`src/rtl/mac_result_drain_pkg.sv`:
```
// Shared constants for the MAC result drain: precision modes, default sizes,
// the drain FSM encoding and the mode-to-lane-count mapping.
package mac_result_drain_pkg;

  localparam int MAC_ACC_WIDTH   = 32;
  localparam int MAC_DRAIN_DEPTH = 2;

  localparam logic [1:0] MAC_MODE_SINGLE = 2'b00;
  localparam logic [1:0] MAC_MODE_DUAL   = 2'b01;
  localparam logic [1:0] MAC_MODE_QUAD   = 2'b10;

  typedef enum logic {
    ST_EMPTY  = 1'b0,
    ST_STREAM = 1'b1
  } drain_state_t;

  // Reserved mode 11 falls through to the full four-word set.
  function automatic logic [2:0] mac_lane_count(input logic [1:0] mode);
    case (mode)
      MAC_MODE_DUAL: return 3'd2;
      MAC_MODE_QUAD: return 3'd1;
      default:       return 3'd4;
    endcase
  endfunction

endpackage

```
`src/rtl/mac_result_drain_fifo.sv`:
```
// Generic synchronous FIFO (module mac_drain_fifo) holding captured result sets.
// Pointers carry one wrap bit above the index so full and empty are unambiguous.
module mac_drain_fifo #(
  parameter int WIDTH = 8,
  parameter int DEPTH = 2,
  parameter int AW    = $clog2(DEPTH)
) (
  input  logic             clk,
  input  logic             rst,
  input  logic             push,
  input  logic [WIDTH-1:0] push_data,
  input  logic             pop,
  output logic             full,
  output logic             empty,
  output logic [AW:0]      count,
  output logic [WIDTH-1:0] head
);

  logic [WIDTH-1:0] mem [DEPTH];
  logic [AW:0]      wr_ptr_reg;
  logic [AW:0]      rd_ptr_reg;
  logic             do_push;
  logic             do_pop;

  assign full    = (wr_ptr_reg[AW] != rd_ptr_reg[AW]) &&
                   (wr_ptr_reg[AW-1:0] == rd_ptr_reg[AW-1:0]);
  assign empty   = (wr_ptr_reg == rd_ptr_reg);
  assign count   = wr_ptr_reg - rd_ptr_reg;
  // A full FIFO refuses a push even when the head leaves in the same cycle.
  assign do_push = push && !full;
  assign do_pop  = pop && !empty;
  assign head    = mem[rd_ptr_reg[AW-1:0]];

  always_ff @(posedge clk) begin
    if (rst) begin
      wr_ptr_reg <= '0;
      rd_ptr_reg <= '0;
    end else begin
      if (do_push) wr_ptr_reg <= wr_ptr_reg + 1'b1;
      if (do_pop)  rd_ptr_reg <= rd_ptr_reg + 1'b1;
    end
  end

  always_ff @(posedge clk) begin
    if (do_push) mem[wr_ptr_reg[AW-1:0]] <= push_data;
  end

endmodule

```
`src/rtl/mac_result_drain.sv`:
```
// Captures MAC cluster result sets and serialises their valid lanes onto one
// valid/ready stream. Define MAC_DRAIN_LANE_TAG_EN to add m_lane/m_mode outputs.
module mac_result_drain
  import mac_result_drain_pkg::*;
#(
  parameter int ACC_W = MAC_ACC_WIDTH,
  parameter int DEPTH = MAC_DRAIN_DEPTH
) (
  input  logic             clk,
  input  logic             rst,
  input  logic             cap_valid,
  input  logic [1:0]       cap_mode,
  input  logic [ACC_W-1:0] in0,
  input  logic [ACC_W-1:0] in1,
  input  logic [ACC_W-1:0] in2,
  input  logic [ACC_W-1:0] in3,
  output logic             cap_ready,
  output logic [ACC_W-1:0] m_data,
  output logic             m_valid,
  input  logic             m_ready,
  output logic             m_last,
`ifdef MAC_DRAIN_LANE_TAG_EN
  output logic [1:0]       m_lane,
  output logic [1:0]       m_mode,
`endif
  output logic             overflow
);

  localparam int AW = $clog2(DEPTH);
`ifdef MAC_DRAIN_LANE_TAG_EN
  localparam int ENTRY_W = 4*ACC_W + 5;
`else
  localparam int ENTRY_W = 4*ACC_W + 3;
`endif

  drain_state_t     state_reg;
  logic [1:0]       lane_reg;
  logic             overflow_reg;
  logic [ENTRY_W-1:0] push_data;
  logic [ENTRY_W-1:0] head;
  logic             full;
  logic             empty;
  logic [AW:0]      count;
  logic             push_ok;
  logic             pop_set;
  logic [2:0]       head_cnt;
  logic [ACC_W-1:0] head_word [4];

`ifdef MAC_DRAIN_LANE_TAG_EN
  assign push_data = {cap_mode, mac_lane_count(cap_mode), in3, in2, in1, in0};
  assign m_lane    = empty ? 2'd0 : lane_reg;
  assign m_mode    = empty ? 2'd0 : head[4*ACC_W+3 +: 2];
`else
  assign push_data = {mac_lane_count(cap_mode), in3, in2, in1, in0};
`endif

  mac_drain_fifo #(
    .WIDTH (ENTRY_W),
    .DEPTH (DEPTH),
    .AW    (AW)
  ) u_fifo (
    .clk       (clk),
    .rst       (rst),
    .push      (cap_valid),
    .push_data (push_data),
    .pop       (pop_set),
    .full      (full),
    .empty     (empty),
    .count     (count),
    .head      (head)
  );

  generate
    for (genvar gi = 0; gi < 4; gi++) begin : g_word
      assign head_word[gi] = head[gi*ACC_W +: ACC_W];
    end
  endgenerate

  assign head_cnt  = head[4*ACC_W +: 3];
  assign cap_ready = !full;
  assign push_ok   = cap_valid && !full;
  assign m_valid   = (state_reg == ST_STREAM);
  assign m_data    = empty ? '0 : head_word[lane_reg];
  assign m_last    = m_valid && ({1'b0, lane_reg} == (head_cnt - 3'd1));
  assign pop_set   = m_valid && m_ready && m_last;
  assign overflow  = overflow_reg;

  always_ff @(posedge clk) begin
    if (rst) begin
      state_reg    <= ST_EMPTY;
      lane_reg     <= 2'd0;
      overflow_reg <= 1'b0;
    end else begin
      if (cap_valid && full) overflow_reg <= 1'b1;
      if (m_valid && m_ready) lane_reg <= m_last ? 2'd0 : lane_reg + 2'd1;
      case (state_reg)
        ST_EMPTY:  if (push_ok) state_reg <= ST_STREAM;
        ST_STREAM: if (pop_set && !push_ok && count == {{AW{1'b0}}, 1'b1})
                     state_reg <= ST_EMPTY;
        default:   state_reg <= ST_EMPTY;
      endcase
    end
  end

endmodule

```
`config.mk`:
```
export PLATFORM = sky130hd
export DESIGN_NAME = mac_result_drain
export DESIGN_NICKNAME = d
export VERILOG_FILES = /design/src/rtl/mac_result_drain_pkg.sv /design/src/rtl/mac_result_drain_fifo.sv /design/src/rtl/mac_result_drain.sv
export SDC_FILE = /design/constraint.sdc
export NUM_CORES = 1
export LEC_CHECK = 0
export BUFFER_PORTS_ARGS = -buffer_cell sky130_fd_sc_hd__buf_4
export CELL_PAD_IN_SITES_DETAIL_PLACEMENT = 0
export CELL_PAD_IN_SITES_GLOBAL_PLACEMENT = 1
export CORE_ASPECT_RATIO = 0.8
export CORE_MARGIN = 1.5
export CORE_UTILIZATION = 48
export CTS_CLUSTER_DIAMETER = 150
export CTS_CLUSTER_SIZE = 16
export DETAILED_ROUTE_END_ITERATION = 12
export GPL_ROUTABILITY_DRIVEN = 0
export PLACE_DENSITY = 0.79
export SYNTH_ARGS = -nofsm -noshare
export SYNTH_HDL_FRONTEND = slang
export SYNTH_SLANG_ARGS = --single-unit
export TNS_END_PERCENT = 20
```
`constraint.sdc`:
```
create_clock -name clk -period 15.45 [get_ports clk]
set_input_delay 0.7725 -clock clk [delete_from_list [all_inputs] [get_ports clk]]
set_output_delay 0.7725 -clock clk [all_outputs]
set_load 0.01 [all_outputs]
```
==> results.cfg, run 1 <==
[power_and_ir_drop]
power-per-cell-area_nw_per_um2 = 121.8
ir_worst_vdd_v = 0.00007133
switching_share_pct = 22.05
power_switching_uw = 337.2
p_clk_share_pct = 30.6
power_frac_comb_pct = 10.9
seqPwrFrac_pct = 58.5
power_leakage_uw = 0.004239
p_int_uw = 1192

[critical_path]
cp-end-kind = output port
crit_arrival_ns = 3.43
crit_chain = buf_4 > mux2i_1 > ha_1 > xnor2_1 > nor4b_1 > buf_4
critical_path_buf_inv_count = 2
critical-path-max-stage-delay_ns = 0.75
path_max_fanout = 39
crit_path_frequent_cell = buf_4
cpLargestDelayFamily = buffers and inverters
required_ns = 14.68
crit_type = register to output port
worst_path_max_delay_cell = dfxtp_4
worstSetupStartpointType = register

[synthesis]
async_reset_ff_share_pct = 0
syn_inst = 479
avgSynthCellArea_um2 = 21.87
netlist_area_um2 = 10480
synth_area_leader_cell = edfxtp_1
ys_seq_area_share_pct = 76.81
yosysWarnings = 0
synth_edf_count = 262
ys_ff_latch = 271
syn-num-nets = 617
netlist.area_leader.share_pct = 75.09
synthTopCellsByArea = edfxtp_1 (75%), mux4_2 (14%), mux2i_1 (3.2%), dfxtp_1 (1.7%), nor2_1 (1.4%)
ys.flop_type = edfxtp_1
yosysUniqueCellTypes = 33

[clock_network]
numCtsBuffers = 20
clk_path_buf_depth = 3
post-cts-setup-buffers = 0
cts_tree = yes
clockRootBuffer = clkbuf_16
hold_buffers = 0
insertion_delay_ns = 0.51
cts_num_sinks = 271
clkTransAtPathRegs_ns = 0.07
ctsResizeCount = 0
htreeDepth = 1

[global_route]
overflow = 0
antenna_found_initial = 0
grt_max_degree = 84
grt_usage_pct = 17.50
grt_pass1_vias = 5460
grt_pass1_wl_um = 30100

[drt]
drt_iter0_drc = 432
drtPass1Iterations = 5
ant_nets = 0
dr_total_vias = 5140
viasPerCell = 5.515
drc = 0
wire_per_inst_um = 21.20
wirelength_um = 19760

[sta]
fin_tns_setup_ns = 0
drv_slew = 0
clock_skew_ns = 0.01815
max_clock_freq_mhz = 237.7
timing.hold.ws_ns = 0.4409
min_period_ns = 4.207
worst_pin_slew_ns = 1.126
rsz0062_at_grt = no
slew-limit-headroom_pct = 24.91
finalSetupViolCount = 0
final_hold_viol_count = 0
post-route-period-util_pct = 27.23

[floorplanning]
rows = 48
ios = 170
start_util_pct = 48.73
die_y_um = 135.1
core_um2 = 21500
fp.dieW_um = 168.2
dieArea_um2 = 22730

[cells_and_area]
final_nets = 789
final_core_util_pct = 58.40
drive_gt1_share_pct = 40.64
largest_reg_flops = 262
finalNonFillerCells = 932
area_delta_synth_final_pct = 19.84
diodes = 0
finalInstanceArea_um2 = 12560
final_common_cell = edfxtp_1
final_cell_mix = edfxtp_1 (262), buf_4 (174), mux4_2 (64), nor2_1 (39), mux2i_1 (34)

[placement]
dp.cells = 904
portBuffers = 169
hpwl_um = 12430
placed_area_um2 = 12010

[min_path]
hold_path_class = input pin to register

[outcome]
status = complete, no violations

[run]
drv_cap = 0
## through the flow
step           worst slack (ns)  total power (µW)
2_1_floorplan             4.112              1006
3_3_place_gp              11.69              1072
3_5_place_dp              11.68              1081
4_1_cts                   11.14              1547
5_1_grt                   10.87              1585
6_report                  11.24              1529
## kinds of logic after synthesis
family	count (synthesis)	share of synthesized area, %
AOI/OAI and AO/OA	11	0.6926
xor gates and xnor gates	7	0.5852
adders and majority gates	4	0.4777
buffers and inverters	29	1.576
DFF	271	76.81
muxes	102	17.54
and+or+nand+nor	55	2.317
## cell type report
class / count / area [µm²]
multi-input cells: 179 / 2287
clock buffers: 27 / 526.8
well taps: 275 / 344.1
clock inverters: 1 / 16.27
repair buffers: 174 / 1306
fillers: 1607 / 8945
flip-flops and latches: 271 / 8056
inverters: 5 / 18.77
## synth_stat cells (2+ instances only)
cell	instances
a211oi_1	2
a21oi_1	2
and2_1	2
buf_1	4
buf_2	3
buf_4	2
buf_6	6
clkbuf_1	9
dfxtp_1	9
edfxtp_1	262
ha_1	4
inv_1	5
mux2_1	3
mux2i_1	34
mux4_2	64
nand2_1	3
nand3_1	2
nor2_1	40
nor2b_1	2
nor4_1	3
xnor2_1	5
xor2_1	2
## power by group through the flow
stage	clock network (µW)	logic [µW]	registers, µW
2_1_floorplan	0	94.5	912
3_3_place_gp	0	165	907
3_5_place_dp	0	170	911
4_1_cts	481	170	895
5_1_grt	505	181	899
6_report	468	167	894
## worst paths after layout
| path | to | depth (start not counted) | startpoint | slack, ns |
|---|---|---|---|---|
| setup reg to reg | u_fifo.mem[0][54] | 5 | u_fifo.wr_ptr_reg[0] | 12.15 |
| setup / recovery | m_last | 6 | register | 11.24 |
| hold reg to reg | overflow | 2 | overflow | 0.49 |
| hold / removal | u_fifo.mem[1][114] | 1 | in3[18] | 0.44 |
## routing by layer
| metal | GRT usage (%) | part of all wire, % | wire [µm] | up-vias |
|---|---|---|---|---|
| met3 | 4.148 | 6.9 | 1355 | 26 |
| li1 | - | - | - | 2298 |
| met1 | 24.27 | 43 | 8446 | 2638 |
| met2 | 28.80 | 49 | 9630 | 178 |
| met5 | 0 | 0 | 0 | - |
| met4 | 3.621 | 1.6 | 324 | 0 |
Note: power is estimated with default switching activity, not from simulation.
==> run 2: changes to the inputs <==
Settings changed: ABC_AREA set to 1, CORE_UTILIZATION 48 to 41, PLACE_DENSITY 0.79 to 0.75.
Clock period 15.45 ns to 3.6 ns, I/O delays scaled along.
==> results.cfg, run 2 <==
[outcome]
status = complete, no violations

[power_and_ir_drop]
power_leakage_uw = 0.005217
power-per-cell-area_nw_per_um2 = 457.4
ir_worst_vdd_v = 0.0003033

[drt]
wl_met2_um = 11470
wirelength_met1_um = 11830
viasPerCell = 4.922
highest_layer = met4
drt_iter0_drc = 530
wire_per_inst_um = 16.83
drtPass1Iterations = 5
wirelength_um = 25220
ant_nets = 0
drc = 0
routed-wl-met3_um = 1581
dr_total_vias = 7378

[sta]
fin_tns_setup_ns = 0
final_hold_viol_count = 0
post-route-period-util_pct = 78.62
clock_skew_ns = 0.01046
worst_pin_slew_ns = 0.8715
slew-limit-headroom_pct = 41.82
timing.hold.ws_ns = 0.03579
finalSetupViolCount = 0
max_clock_freq_mhz = 353.3
drv_slew = 0
rsz0062_at_grt = no
min_period_ns = 2.830

[global_route]
grt_pass1_wl_um = 38540
grt_pass1_vias = 7050
grt_usage_pct = 18.17
grt_max_degree = 132
overflow = 0
antenna_found_initial = 0

[clock_network]
cts_num_sinks = 271
numCtsBuffers = 20
cts_tree = yes
clockRootBuffer = clkbuf_16
ctsResizeCount = 0
clkTransAtPathRegs_ns = 0.07
clk_path_buf_depth = 3
insertion_delay_ns = 0.51
htreeDepth = 1

[synthesis]
yosysWarnings = 0
netlist_area_um2 = 10840
ys_ff_latch = 271
syn-num-nets = 995
netlist.area_leader.share_pct = 72.59
synthTopCellsByArea = edfxtp_1 (73%), nor2_1 (8.1%), o21ai_0 (7.0%), o21ai_1 (2.0%), a31oi_1 (1.8%)
ys.flop_type = edfxtp_1
async_reset_ff_share_pct = 0
synth_edf_count = 262
synth_area_leader_cell = edfxtp_1
synthTopCellsByCount = edfxtp_1 (262), nor2_1 (235), o21ai_0 (152)
synth.most_common_cell = edfxtp_1
avgSynthCellArea_um2 = 12.65
ys_seq_area_share_pct = 74.26
syn_inst = 857
yosysUniqueCellTypes = 30

[min_path]
hold_path_class = input pin to register

[critical_path]
worst_path_max_delay_cell = dfxtp_4
path_max_fanout = 48
cp-end-kind = output port
worstSetupStartpointType = register
cpLargestDelayFamily = compound AO/OA/AOI/OAI gates
crit_chain = buf_4 > o21ai_0 > o21ai_0 > o21ai_0 > a31oi_1 > buf_4
crit_arrival_ns = 2.65
crit_path_frequent_cell = o21ai_0
critical-path-max-stage-delay_ns = 0.72
critical_path_buf_inv_count = 2
required_ns = 3.42
crit_type = register to output port

[floorplanning]
start_util_pct = 41.48
ios = 170
rows = 53
fp.dieW_um = 184.8
core_um2 = 26130
die_y_um = 148.4
dieArea_um2 = 27420

[cells_and_area]
diodes = 0
fillers = 2225
area_delta_synth_final_pct = 31.23
final_cell_mix = edfxtp_1 (262), nor2_1 (234), buf_4 (177), o21ai_0 (152), dlygate4sd3_1 (131)
multi_input_area_um2 = 2392
final_common_cell = edfxtp_1
sequential_cell_area_um2 = 8055
finalNonFillerCells = 1499
final_core_util_pct = 54.43
largest_reg_flops = 262
final_nets = 1274
drive_gt1_share_pct = 19.26

[placement]
hpwl_um = 14350
dp.cells = 1340
portBuffers = 169

[run]
drv_cap = 0
## run 2: cell types whose count changed after synthesis, moves of 31 or more
cell | before | now
nor2_1 | 40 | 235
o21ai_0 | 1 | 152
mux4_2 | 64 | 0
o21ai_1 | 1 | 43
mux2i_1 | 34 | 1
a31oi_1 | 1 | 32
## run 2: cell families (layout without fill, tap and decap cells)
group	Yosys count	in the layout	synth area share, %
xor gates and xnor gates	1	1	0.08083
buffers and inverters	74	359	3.740
muxes	1	1	0.09236
adders and majority gates	4	4	0.4618
and+or+nand+nor	275	275	10.33
DFF	271	271	74.26
AOI/OAI and AO/OA	231	231	11.04
## run 2: final timing paths
path	slack (ns)	cells after the start	end	start
setup reg to reg	1.20	8	u_fifo.mem[1][49]	u_fifo.wr_ptr_reg[0]
hold / removal	0.04	2	u_fifo.mem[0][129]	cap_mode[0]
setup / recovery	0.77	6	m_data[25]	lane_reg[0]
hold reg to reg	0.52	2	u_fifo.rd_ptr_reg[1]	u_fifo.rd_ptr_reg[1]
## run 2: per-stage QoR
stage	setup slack, ns	cell area (µm²)	total power, µW
global placement	1.240	12370	4434
finish	0.7697	14220	6506
global route	0.5865	14220	6766
CTS	0.7277	14220	6570
detailed placement	1.184	12370	4446
floorplan	-0.5801	10850	4128
## run 2: layout make-up
type / count / share of cell area, %
flip-flops and latches: 271 / 56.64
clock buffers: 27 / 3.704
well taps: 357 / 3.141
multi-input cells: 512 / 16.82
repair buffers: 311 / 18.98
clock inverters: 1 / 0.1144
inverters: 20 / 0.5982
## run 2: power breakdown
part	leakage, µW	internal [µW]	switching [µW]
Sequential	0.00253	3680	55.0
Clock	0.000262	1020	997
Combinational	0.00243	351	406
Total	0.00522	5050	1460
## run 2: routing by layer
metal	global-route usage, %	up-vias
li1	-	3615
met1	27.01	3497
met2	28.55	240
met3	2.987	26
met4	3.130	0
met5	0	-
## run 2: timing repair
action                    in CTS  in global routing
hold buffers                 131                  0
setup buffers                  0                  0
hold endpoints to repair     261                  0
==> run 3: changes to the inputs <==
Clock period 3.6 ns to 2.5 ns, I/O delays scaled along.
==> results.cfg, run 3 (synthesized netlist as in run 2, its figures left out) <==
[critical_path]
worstSetupStartpointType = register
path_max_fanout = 26
required_ns = 2.38
critical-path-max-stage-delay_ns = 0.40
worst_path_max_delay_cell = dfxtp_4
critical_path_buf_inv_count = 3
reg2reg_slack_ns = 0.45
cp-end-kind = output port
crit_path_frequent_cell = buf_4
cpLargestDelayFamily = compound AO/OA/AOI/OAI gates
crit_type = register to output port
crit_arrival_ns = 2.27
crit_chain = inv_6 > buf_4 > nor2_1 > o21ai_1 > o21ai_0 > a31oi_1 > buf_4

[clock_network]
clk_path_buf_depth = 3
cts_num_sinks = 271
clockRootBuffer = clkbuf_16
cts_tree = yes
insertion_delay_ns = 0.50
clkTransAtPathRegs_ns = 0.08
htreeDepth = 1
numCtsBuffers = 20

[sta]
drv_slew = 0
min_period_ns = 2.395
post-route-period-util_pct = 95.79
timing.hold.ws_ns = 0.03427
fin_tns_setup_ns = 0
worst_pin_slew_ns = 0.5951
max_clock_freq_mhz = 417.6
final_hold_viol_count = 0
rsz0062_at_grt = yes
slew-limit-headroom_pct = 60.23
clock_skew_ns = 0.01582
finalSetupViolCount = 0

[global_route]
grt_usage_pct = 19.93
grt_pass1_vias = 6966
overflow = 0
antenna_found_initial = 4
grt_pass1_wl_um = 41000
grt_max_degree = 50

[floorplanning]
rows = 53
fp.dieW_um = 184.8
ios = 170
core_um2 = 26130
die_y_um = 148.4
dieArea_um2 = 27420
start_util_pct = 41.48

[drt]
drc = 0
wirelength_um = 27620
wirelength_met1_um = 13670
ant_nets = 0
viasPerCell = 4.856
drtPass1Iterations = 5
dr_total_vias = 7473
drt_iter0_drc = 711
routed-wl-met3_um = 1373
wl_met2_um = 12060
wire_per_inst_um = 17.95
highest_layer = met5

[cells_and_area]
final_nets = 1303
largest_reg_flops = 262
drive_gt1_share_pct = 21.88
finalInstanceArea_um2 = 14710
area_delta_synth_final_pct = 35.75
final_common_cell = edfxtp_1
fillers = 2188
finalNonFillerCells = 1539
final_cell_mix = edfxtp_1 (262), nor2_1 (234), buf_4 (188), o21ai_0 (145), dlygate4sd3_1 (133)

[power_and_ir_drop]
power-per-cell-area_nw_per_um2 = 654.3
ir_worst_vdd_v = 0.0004292
totalPowerFinal_uw = 9627
power_leakage_uw = 0.005425

[run]
drv_cap = 0

[placement]
hpwl_um = 18080
placed_area_um2 = 12700
dp.cells = 1363
portBuffers = 169

[min_path]
hold_path_class = input pin to register

[outcome]
status = complete, no violations
-- run 3: cell type report --
class                      count  area [µm²]  area share (%)
inverter                      20       83.83          0.5698
antenna                        3       7.507         0.05102
clock buffer                  36       581.8           3.954
tap                          357       446.7           3.036
multi-input combinational    512        2445           16.62
sequential                   271        8059           54.77
timing repair buffer         340        3089           21.00
-- run 3: tightest hold or removal path: stages --
cell and delay (ns):
buf_4 0.08, nand2_1 0.08, nor2_1 0.14, nor3_1 0.07
-- run 3: layer usage --
layer | vias up | track usage (%)
li1 | 3690 | -
met2 | 239 | 29.04
met4 | 2 | 4.268
met1 | 3507 | 31.57
met3 | 35 | 2.889
met5 | - | 0
-- run 3: worst paths after layout --
kind,start,to,cells after the start
setup / recovery,register,m_data[0],7
setup reg to reg,u_fifo.wr_ptr_reg[0],u_fifo.mem[1][19],8
hold / removal,m_ready,lane_reg[0],4
hold reg to reg,u_fifo.rd_ptr_reg[1],u_fifo.rd_ptr_reg[1],2
-- run 3: report_power, final --
group          switching [µW]  total, µW  leakage (µW)  internal [µW]
clock                    1450       3030      0.000277           1570
sequential               70.8       5360       0.00253           5290
combinational             662       1240       0.00262            578
-- run 3: stage by stage --
| step | util [%] | setup WS, ns |
|---|---|---|
| after floorplan | - | -0.7728 |
| after global placement | 48.60 | 0.4548 |
| after detailed placement | 48.60 | 0.4240 |
| after CTS | 56.10 | 0.01200 |
| after global routing | 56.31 | -0.06190 |
| final | 56.31 | 0.1053 |
-- run 3: repair_timing --
action                     in CTS  in global routing
setup endpoints to repair      20                 17
buffers inserted                4                  0
hold buffers                  133                  0
gates cloned                    0                  0
hold endpoints to repair      270                  0
pin swaps                       0                  0
resized for setup               2                 17
